### config.mk
export PLATFORM = sky130hd
export DESIGN_NAME = aes_avalon_master
export DESIGN_NICKNAME = d
export VERILOG_FILES = /design/src/rtl/aes_master_pkg.sv /design/src/rtl/avm_single_xact.sv /design/src/rtl/aes_avalon_master.sv
export SDC_FILE = /design/constraint.sdc
export NUM_CORES = 1
export LEC_CHECK = 0
export ABC_CLOCK_PERIOD_IN_PS = 2500
export BUFFER_PORTS_ARGS = -buffer_cell sky130_fd_sc_hd__buf_2
export CORE_MARGIN = 2
export CORE_UTILIZATION = 30
export DETAILED_ROUTE_END_ITERATION = 8
export PLACE_DENSITY_LB_ADDON = 0.25
export SYNTH_ARGS = -nofsm -noshare
export SYNTH_HDL_FRONTEND = slang
export SYNTH_SLANG_ARGS = --single-unit
export TNS_END_PERCENT = 50
### constraint.sdc
create_clock -name CLK -period 2.5 [get_ports CLK]
set_input_delay 0.25 -clock CLK [delete_from_list [all_inputs] [get_ports CLK]]
set_output_delay 0.25 -clock CLK [all_outputs]
set_load 0.005 [all_outputs]
### src/rtl/aes_master_pkg.sv
// Shared types and constants for the AES Avalon-MM initiator: FSM state
// encoding, the AES slave register map and the 128-bit word slicer.
package aes_master_pkg;

    typedef enum logic [2:0] {
        S_IDLE,
        S_WR_KEY,
        S_WR_MSG,
        S_WR_START,
        S_POLL,
        S_RD_DEC,
        S_WR_CLR,
        S_FIN
    } state_t;

    localparam logic [3:0] ADDR_KEY0  = 4'd0;
    localparam logic [3:0] ADDR_MSG0  = 4'd4;
    localparam logic [3:0] ADDR_DEC0  = 4'd8;
    localparam logic [3:0] ADDR_START = 4'd14;
    localparam logic [3:0] ADDR_DONE  = 4'd15;

    // Word k of a 128-bit block; word 0 is the most significant.
    function automatic logic [31:0] word_slice(input logic [127:0] v, input logic [1:0] k);
        return v[7'd127 - {k, 5'd0} -: 32];
    endfunction

endpackage

### src/rtl/avm_single_xact.sv
// Single-transaction Avalon-MM engine. The sequencer holds req (with rd,
// addr, wdata) stable until ack. Writes ack on acceptance; reads ack when
// data is valid, READ_LATENCY cycles after acceptance, strobes low meanwhile.
module avm_single_xact #(
    parameter int READ_LATENCY = 0
) (
    input  logic        CLK,
    input  logic        RESET,
    input  logic        req,
    input  logic        rd,
    input  logic [3:0]  addr,
    input  logic [31:0] wdata,
    output logic        ack,
    output logic        pending,
    output logic [31:0] rdata,
    output logic        avm_cs,
    output logic        avm_read,
    output logic        avm_write,
    output logic [3:0]  avm_addr,
    output logic [3:0]  avm_byte_en,
    output logic [31:0] avm_writedata,
    input  logic [31:0] avm_readdata,
    input  logic        avm_waitrequest
);

    localparam logic [1:0] LAT_LOAD = (READ_LATENCY > 0) ? 2'(READ_LATENCY - 1) : 2'd0;
    localparam logic       LAT_ZERO = (READ_LATENCY == 0);

    logic       wait_reg;
    logic [1:0] lat_cnt_reg;
    logic       strobe;
    logic       accepted;

    assign strobe   = req & ~wait_reg;
    assign accepted = strobe & ~avm_waitrequest;

    // Track an accepted read until its data is due.
    always_ff @(posedge CLK) begin
        if (RESET) begin
            wait_reg    <= 1'b0;
            lat_cnt_reg <= 2'd0;
        end else if (wait_reg) begin
            if (lat_cnt_reg == 2'd0) begin
                wait_reg <= 1'b0;
            end else begin
                lat_cnt_reg <= lat_cnt_reg - 2'd1;
            end
        end else if (accepted && rd && !LAT_ZERO) begin
            wait_reg    <= 1'b1;
            lat_cnt_reg <= LAT_LOAD;
        end
    end

    assign ack     = req & (wait_reg ? (lat_cnt_reg == 2'd0) : (accepted & (~rd | LAT_ZERO)));
    assign pending = wait_reg;
    assign rdata   = avm_readdata;

    assign avm_cs        = strobe;
    assign avm_read      = strobe & rd;
    assign avm_write     = strobe & ~rd;
    assign avm_addr      = strobe ? addr : 4'd0;
    assign avm_byte_en   = strobe ? 4'hF : 4'h0;
    assign avm_writedata = (strobe & ~rd) ? wdata : 32'd0;

endmodule

### src/rtl/aes_avalon_master.sv
// Hardware driver for the AES decryption register-file slave: writes key,
// ciphertext and start, polls done, reads back the plaintext, clears start.
// Optional poll timeout: define AES_MASTER_TIMEOUT_EN.
module aes_avalon_master
    import aes_master_pkg::*;
#(
    parameter int READ_LATENCY   = 0,
    parameter int TIMEOUT_CYCLES = 4096
) (
    input  logic         CLK,
    input  logic         RESET,
    input  logic         CMD_START,
    input  logic [127:0] KEY,
    input  logic [127:0] MSG_ENC,
    output logic [127:0] MSG_DEC,
    output logic         BUSY,
    output logic         DONE,
    output logic         ERR,
    output logic         AVM_CS,
    output logic         AVM_READ,
    output logic         AVM_WRITE,
    output logic [3:0]   AVM_ADDR,
    output logic [3:0]   AVM_BYTE_EN,
    output logic [31:0]  AVM_WRITEDATA,
    input  logic [31:0]  AVM_READDATA,
    input  logic         AVM_WAITREQUEST
);

    state_t         state_reg, state_next;
    logic [1:0]     idx_reg, idx_next;
    logic [127:0]   key_reg, msg_reg, msg_dec_reg;
    logic           busy_reg, done_reg;
    logic           accept;
    logic           req, rd, ack, pending, timeout_hit;
    logic [3:0]     addr;
    logic [31:0]    wdata, rdata;

    assign accept = (state_reg == S_IDLE) && CMD_START;

    avm_single_xact #(.READ_LATENCY(READ_LATENCY)) u_xact (
        .CLK             (CLK),
        .RESET           (RESET),
        .req             (req),
        .rd              (rd),
        .addr            (addr),
        .wdata           (wdata),
        .ack             (ack),
        .pending         (pending),
        .rdata           (rdata),
        .avm_cs          (AVM_CS),
        .avm_read        (AVM_READ),
        .avm_write       (AVM_WRITE),
        .avm_addr        (AVM_ADDR),
        .avm_byte_en     (AVM_BYTE_EN),
        .avm_writedata   (AVM_WRITEDATA),
        .avm_readdata    (AVM_READDATA),
        .avm_waitrequest (AVM_WAITREQUEST)
    );

    // Sequencer: one bus transaction per state/word, advance on ack.
    always_comb begin
        state_next = state_reg;
        idx_next   = idx_reg;
        req        = 1'b0;
        rd         = 1'b0;
        addr       = 4'd0;
        wdata      = 32'd0;
        case (state_reg)
            S_IDLE: begin
                if (CMD_START) begin
                    state_next = S_WR_KEY;
                    idx_next   = 2'd0;
                end
            end
            S_WR_KEY: begin
                req   = 1'b1;
                addr  = ADDR_KEY0 + {2'b00, idx_reg};
                wdata = word_slice(key_reg, idx_reg);
                if (ack) begin
                    idx_next = idx_reg + 2'd1;
                    if (idx_reg == 2'd3) state_next = S_WR_MSG;
                end
            end
            S_WR_MSG: begin
                req   = 1'b1;
                addr  = ADDR_MSG0 + {2'b00, idx_reg};
                wdata = word_slice(msg_reg, idx_reg);
                if (ack) begin
                    idx_next = idx_reg + 2'd1;
                    if (idx_reg == 2'd3) state_next = S_WR_START;
                end
            end
            S_WR_START: begin
                req   = 1'b1;
                addr  = ADDR_START;
                wdata = 32'd1;
                if (ack) state_next = S_POLL;
            end
            S_POLL: begin
                req  = 1'b1;
                rd   = 1'b1;
                addr = ADDR_DONE;
                // Abandon polling only between transactions, never mid-read.
                if (ack && rdata[0]) begin
                    state_next = S_RD_DEC;
                    idx_next   = 2'd0;
                end else if (timeout_hit && (ack || !pending)) begin
                    state_next = S_WR_CLR;
                end
            end
            S_RD_DEC: begin
                req  = 1'b1;
                rd   = 1'b1;
                addr = ADDR_DEC0 + {2'b00, idx_reg};
                if (ack) begin
                    idx_next = idx_reg + 2'd1;
                    if (idx_reg == 2'd3) state_next = S_WR_CLR;
                end
            end
            S_WR_CLR: begin
                req   = 1'b1;
                addr  = ADDR_START;
                wdata = 32'd0;
                if (ack) state_next = S_FIN;
            end
            S_FIN: begin
                state_next = S_IDLE;
            end
            default: begin
                state_next = S_IDLE;
            end
        endcase
    end

    // State, captured operands, result and status flags.
    always_ff @(posedge CLK) begin
        if (RESET) begin
            state_reg   <= S_IDLE;
            idx_reg     <= 2'd0;
            key_reg     <= 128'd0;
            msg_reg     <= 128'd0;
            msg_dec_reg <= 128'd0;
            busy_reg    <= 1'b0;
            done_reg    <= 1'b0;
        end else begin
            state_reg <= state_next;
            idx_reg   <= idx_next;
            if (accept) begin
                key_reg  <= KEY;
                msg_reg  <= MSG_ENC;
                busy_reg <= 1'b1;
                done_reg <= 1'b0;
            end
            if (state_reg == S_RD_DEC && ack) begin
                msg_dec_reg[7'd127 - {idx_reg, 5'd0} -: 32] <= rdata;
            end
            if (state_reg == S_WR_CLR && ack) begin
                busy_reg <= 1'b0;
                done_reg <= 1'b1;
            end
        end
    end

`ifdef AES_MASTER_TIMEOUT_EN
    localparam int TW = $clog2(TIMEOUT_CYCLES + 1);

    logic [TW-1:0] tmo_cnt_reg;
    logic          tmo_reg;
    logic          err_reg;

    assign timeout_hit = (tmo_cnt_reg >= TW'(TIMEOUT_CYCLES - 1));

    // Count cycles spent in POLL, saturating at the budget.
    always_ff @(posedge CLK) begin
        if (RESET || state_reg != S_POLL) begin
            tmo_cnt_reg <= '0;
        end else if (!timeout_hit) begin
            tmo_cnt_reg <= tmo_cnt_reg + 1'b1;
        end
    end

    // Remember an abandoned poll; report it as ERR alongside DONE.
    always_ff @(posedge CLK) begin
        if (RESET || accept) begin
            tmo_reg <= 1'b0;
            err_reg <= 1'b0;
        end else begin
            if (state_reg == S_POLL && state_next == S_WR_CLR) tmo_reg <= 1'b1;
            if (state_reg == S_WR_CLR && ack) err_reg <= tmo_reg;
        end
    end

    assign ERR = err_reg;
`else
    assign timeout_hit = 1'b0;
    assign ERR         = 1'b0;
`endif

    assign MSG_DEC = msg_dec_reg;
    assign BUSY    = busy_reg;
    assign DONE    = done_reg;

endmodule

# Word-level counts from Yosys, hierarchy flattened
# Cells that the tools add are included.
# classes
add_sub_neg	6
multipliers	0
div	0
n_lt_le_gt_ge	0
eq_ne	19
shift	4
n_mux	27
bitwise_logic	9
reduce_logical	17
# ops
op	count
variable part select 159 x 8 -> 32 bit	2
variable shift 32 x 9 -> 159 bit, first input constant	1
variable part select 32 x 9 -> 159 bit	1
bitwise mux 128 bit	1
case mux 32 bit (3 select lines)	1
two-way mux 32 bit	1
two-way mux 3 bit	10
case mux 3 bit (8 select lines)	1
inequality test 2 bit, second input constant	10
case mux 4 bit (5 select lines)	1
equality test 3 bit, second input constant	4
AND reduction 10 bit	1
negation 7 -> 9 bit	1
two-way mux 4 bit	2
OR reduction 2 bit	4
subtractor 7 bit, first input constant	1
equality test 3 x 2 -> 1 bit, second input constant	2
two-way mux 1 bit	6
two-way mux 2 bit	3
case mux 2 bit (3 select lines)	1
OR reduction 6 bit	1
AND 1 bit	5
adder 3 x 2 -> 4 bit, first input constant	1
adder 4 x 2 -> 4 bit, first input constant	1
14 further kinds	20
# totals
regBits	394
latchBits	0
ram_bits	0
romBits	0
output_inout_bits	174
wordCells	91
memories	0

# Longest topological paths before layout
# depth
depth_word	10
mapped_depth	11
mapped_depth_nobuf	7

# By module
# From an unflattened synthesis, not the netlist that was laid out.
# unflattened
cells_unflattened	1995
area_unflattened_um2	16915.0
# by_module_without_submodules
module	instances	cells_each	area_per_inst_um2	seq_area_each_um2
aes_avalon_master	1	1902	16214.3	7827.5
avm_single_xact	1	93	700.7	60.1

# Worst setup path before layout
# Ideal clock, no wire load.
# synth_timing
path_kind	flip-flop to output port
startpoint	reg state_reg[0]
endpoint	out AVM_WRITEDATA[28]
arrival_time_ps	1766
required_ps	2250
slack_ps	484
path_stages_with_launch	8
n_path_buf	1
path_cell_list	dfxtp_1 inv_1 ha_1 nand2b_1 buf_2 mux4_2 nand2_1 a21oi_1
# synth_between
elab_chain_len	6
# synth_lines
element	line	text
start, declared	aes_avalon_master.sv:29	state_t state_reg, state_next;
start signal, assigned	aes_avalon_master.sv:146	state_reg <= state_next;
equality test 3 bit, or another cell as far along	aes_avalon_master.sv:68	case (state_reg)
OR reduction 6 bit (no line) or OR reduction 2 bit (tied branches)	--	
two-way mux 1 bit	aes_avalon_master.sv:68	
AND 1 bit or NOT 1 bit (tied branches)	--	
AND 1 bit	avm_single_xact.sv:63	assign avm_writedata = (strobe & ~rd) ? wdata : 32'd0;
two-way mux 32 bit *	avm_single_xact.sv:63	
end, declared	aes_avalon_master.sv:24	output logic [31:0] AVM_WRITEDATA,
# Every way passes the cells marked *; elsewhere a longest branch is shown, timed or not.

# Worst setup path after layout
# layout_timing
startpoint	reg state_reg[0]
endpoint	out AVM_WRITEDATA[31]
# Same word-level chain as after synthesis.

==> qor.yml <==
synth:
  async_flop_share_pct: 0
  ys_seq_elements: 394
  avgSynthCellArea_um2: 8.15
  synth_edf_count: 0
  yosysMostFrequentCell: "nand2_1"
  yosys.area.top_type_share_pct: 48.4
  ys_warn_count: 0
  syn_inst: 1997
  synthesis.area_um2: 16300
  synth.area.top_cells: "dfxtp_1 (48%), nand2_1 (16%), a21oi_1 (13%), mux4_2 (8.6%), nand3_1 (4.0%)"
  synth_top_area_cell: "dfxtp_1"
  synthFlopType: "dfxtp_1"
  ys_seq_area_share_pct: 48.4
  synth_nets: 2299
  synthTopCellsByCount: "nand2_1 (715), a21oi_1 (425), dfxtp_1 (394), nand3_1 (129), clkbuf_1 (84)"
  synth_cell_types: 49
floorplanning:
  die_h_um: 237
  dieWidth_um: 237
  ios: 466
  dieArea_um2: 56200
  placementRows: 85
  core_region_area_um2: 53700
  initial_core_util_pct: 30.3
placed_design:
  dpl_cell_area_um2: 19200
  place.gp.congestion: 0.848
  io_buffer_count: 464
  hpwl_um: 45300
  place_inst: 3034
drt:
  drt_iter0_markers: 940
  routedWlPerCell_um: 19.6
  viasPerCell: 4.97
  routed_wl_um: 67000
  dr.pass1.iters: 5
  detail-route-antenna-nets: 0
  route.vias.total: 17033
  drc: 0
worst_setup_path:
  r2r_slack_ns: 0.23
  cpPeakStageDelay_ns: 0.52
  cp-startpoint: "state_reg[0]"
  worstPathRequired_ns: 2.25
  worst-setup-path-type: "flip-flop to output port"
  crit_arrival_ns: 2.34
  cp-end-kind: "output port"
  reg2reg_from: "idx_reg[0]"
  cp_cell_sequence: "inv_2 > ha_4 > nand2b_4 > buf_12 > buf_6 > mux4_2 > nand2_2 > a21oi_2 > buf_2"
  crit_end: "AVM_WRITEDATA[31]"
  slowest_stage: "mux4_2"
  r2r_cells: 7
  rr_endpoint: "state_reg[2]"
  crit_path_start_kind: "flip-flop"
  path_max_fanout: 7
clocking:
  cts_tree: "yes"
  numCtsBuffers: 46
  cts.clk_slew.worst_paths_ns: 0.06
  cts_max_path_buffers: 3
  root_buffer: "clkbuf_16"
  htreeDepth: 2
  clkLatencyLatePin_ns: 0.57
  cts_sinks: 394
run_status:
  violations: "negative setup slack"
  status: "finished, violations left"
final_layout:
  finalInstanceArea_um2: 24200
  syn2layout_area_growth_pct: 48.9
  layout.nets: 2994
  drive_gt1_share_pct: 27.1
  finalNonFillerCells: 3424
power:
  swShare_pct: 34.5
  power_frac_seq_pct: 34.8
  p_per_area_nw_per_um2: 916
  p_leak_nw: 9.78
  clock_power_share_pct: 30.5
  vdd_drop_max_uv: 523
  p_int_mw: 14.5
  comb_power_share_pct: 34.7
  power_switching_mw: 7.66
  p_total_mw: 22.2
timing:
  tightest_slew_ns: 0.715
  setup_slack_ns: -0.0917
  slew_headroom_pct: 52.3
  finalCriticalPeriod_ns: 2.59
  finalClockSkew_ns: 0.0118
  min_period_over_period_pct: 104
  max_freq_ghz: 0.386
  finalHoldViolations: 0
  setup_violations: 18
  drv_slew: 0
  rsz0062_at_grt: "yes"
grt:
  antenna_found_initial: 4
  grtUsageTotal_pct: 23.1
  grt_max_degree: 91
  grt_pass1_vias: 17223
  grt_first_pass_wirelength_um: 100000
  gr-total-overflow: 0
run:
  cap_violations: 0
worst_hold_path:
  min_path_type: "input pin to flip-flop"
[per-stage QoR]
stage                     utilization (%)  setup slack (ns)  hold WS [ns]  TNS (ns)
final                                45.1           -0.0917        0.0374    -0.462
after global placement               35.8             0.125         0.434         0
after global routing                 45.1            -0.165       0.00247     -2.93
after CTS                            45.0            -0.121       0.00288     -1.43
after detailed placement             35.8             0.151         0.441         0
after floorplan                         -             0.484         0.386         0
[worst min-delay path by stage]
stage / start / endpoint / cells past startpoint
after floorplan: KEY[100] / key_reg[100] / 2
after global placement: MSG_DEC[112] / MSG_DEC[112] / 2
after detailed placement: MSG_DEC[46] / MSG_DEC[46] / 2
after CTS: MSG_ENC[53] / msg_reg[53] / 3
after global routing: MSG_ENC[99] / msg_reg[99] / 3
final: MSG_ENC[105] / msg_reg[105] / 3
[repair_timing]
| item | in CTS | in global routing |
|---|---|---|
| setup endpoints to repair | 43 | 42 |
| pin swaps | 9 | 6 |
| resized for setup | 69 | 8 |
| setup buffers | 16 | 4 |
| hold endpoints to repair | 373 | 0 |
| hold buffers | 282 | 0 |
| cloned | 4 | 1 |
[critical path: cells and delay by family (launching register included)]
kind	cells	cell delay (ns)
mux	1	0.52
compound gates	1	0.07
flops	1	0.34
fa+ha+maj	1	0.17
buf+inv	4	0.41
simple gates	2	0.26
[per-layer routing]
layer	global-route usage [%]	up-vias	wire length, um
li1	-	8118	-
met1	26.8	8132	26100
met2	41.9	644	34100
met3	4.49	135	4460
met4	8.90	4	2380
met5	0	-	23
[layout make-up]
type	count	area [um^2]
antenna	1	2.50
clock buffer	71	1420
clock inverter	12	128
fill	5219	29500
inverter	10	53.8
multi-input combinational	1414	7740
sequential	394	7890
tap	696	871
timing repair buffer	826	6150
[logic make-up after synthesis]
family                   share of synthesized area (%)
adder cells (fa/ha/maj)                          0.768
other                                           0.0230
AO/OA/AOI/OAI                                     14.4
buffers and inverters                             5.73
AND/OR/NAND/NOR                                   22.0
multiplexers                                      8.64
XOR/XNOR                                        0.0538
flip-flops                                        48.4
[power by group through the flow]
stage,registers [mW],logic [mW],clock network (mW)
global placement,7.80,6.24,0
CTS,7.72,7.63,6.91
global route,7.81,8.36,7.18
floorplan,7.60,4.19,0
detailed placement,7.83,6.32,0
finish,7.73,7.71,6.76
[placed cells by master (no fill, tap or decap), types with 9 or more instances in the layout]
cell type,instances
clkbuf_16,48
nand2_2,11
buf_12,18
buf_4,52
clkbuf_1,9
dfxtp_1,391
nand3_1,129
mux4_2,62
nand2_1,699
buf_2,462
dlygate4sd3_1,282
a21oi_1,408
clkbuf_8,15
a21oi_2,12
nor2_1,11
Note: power is estimated with default switching activity, not from simulation.
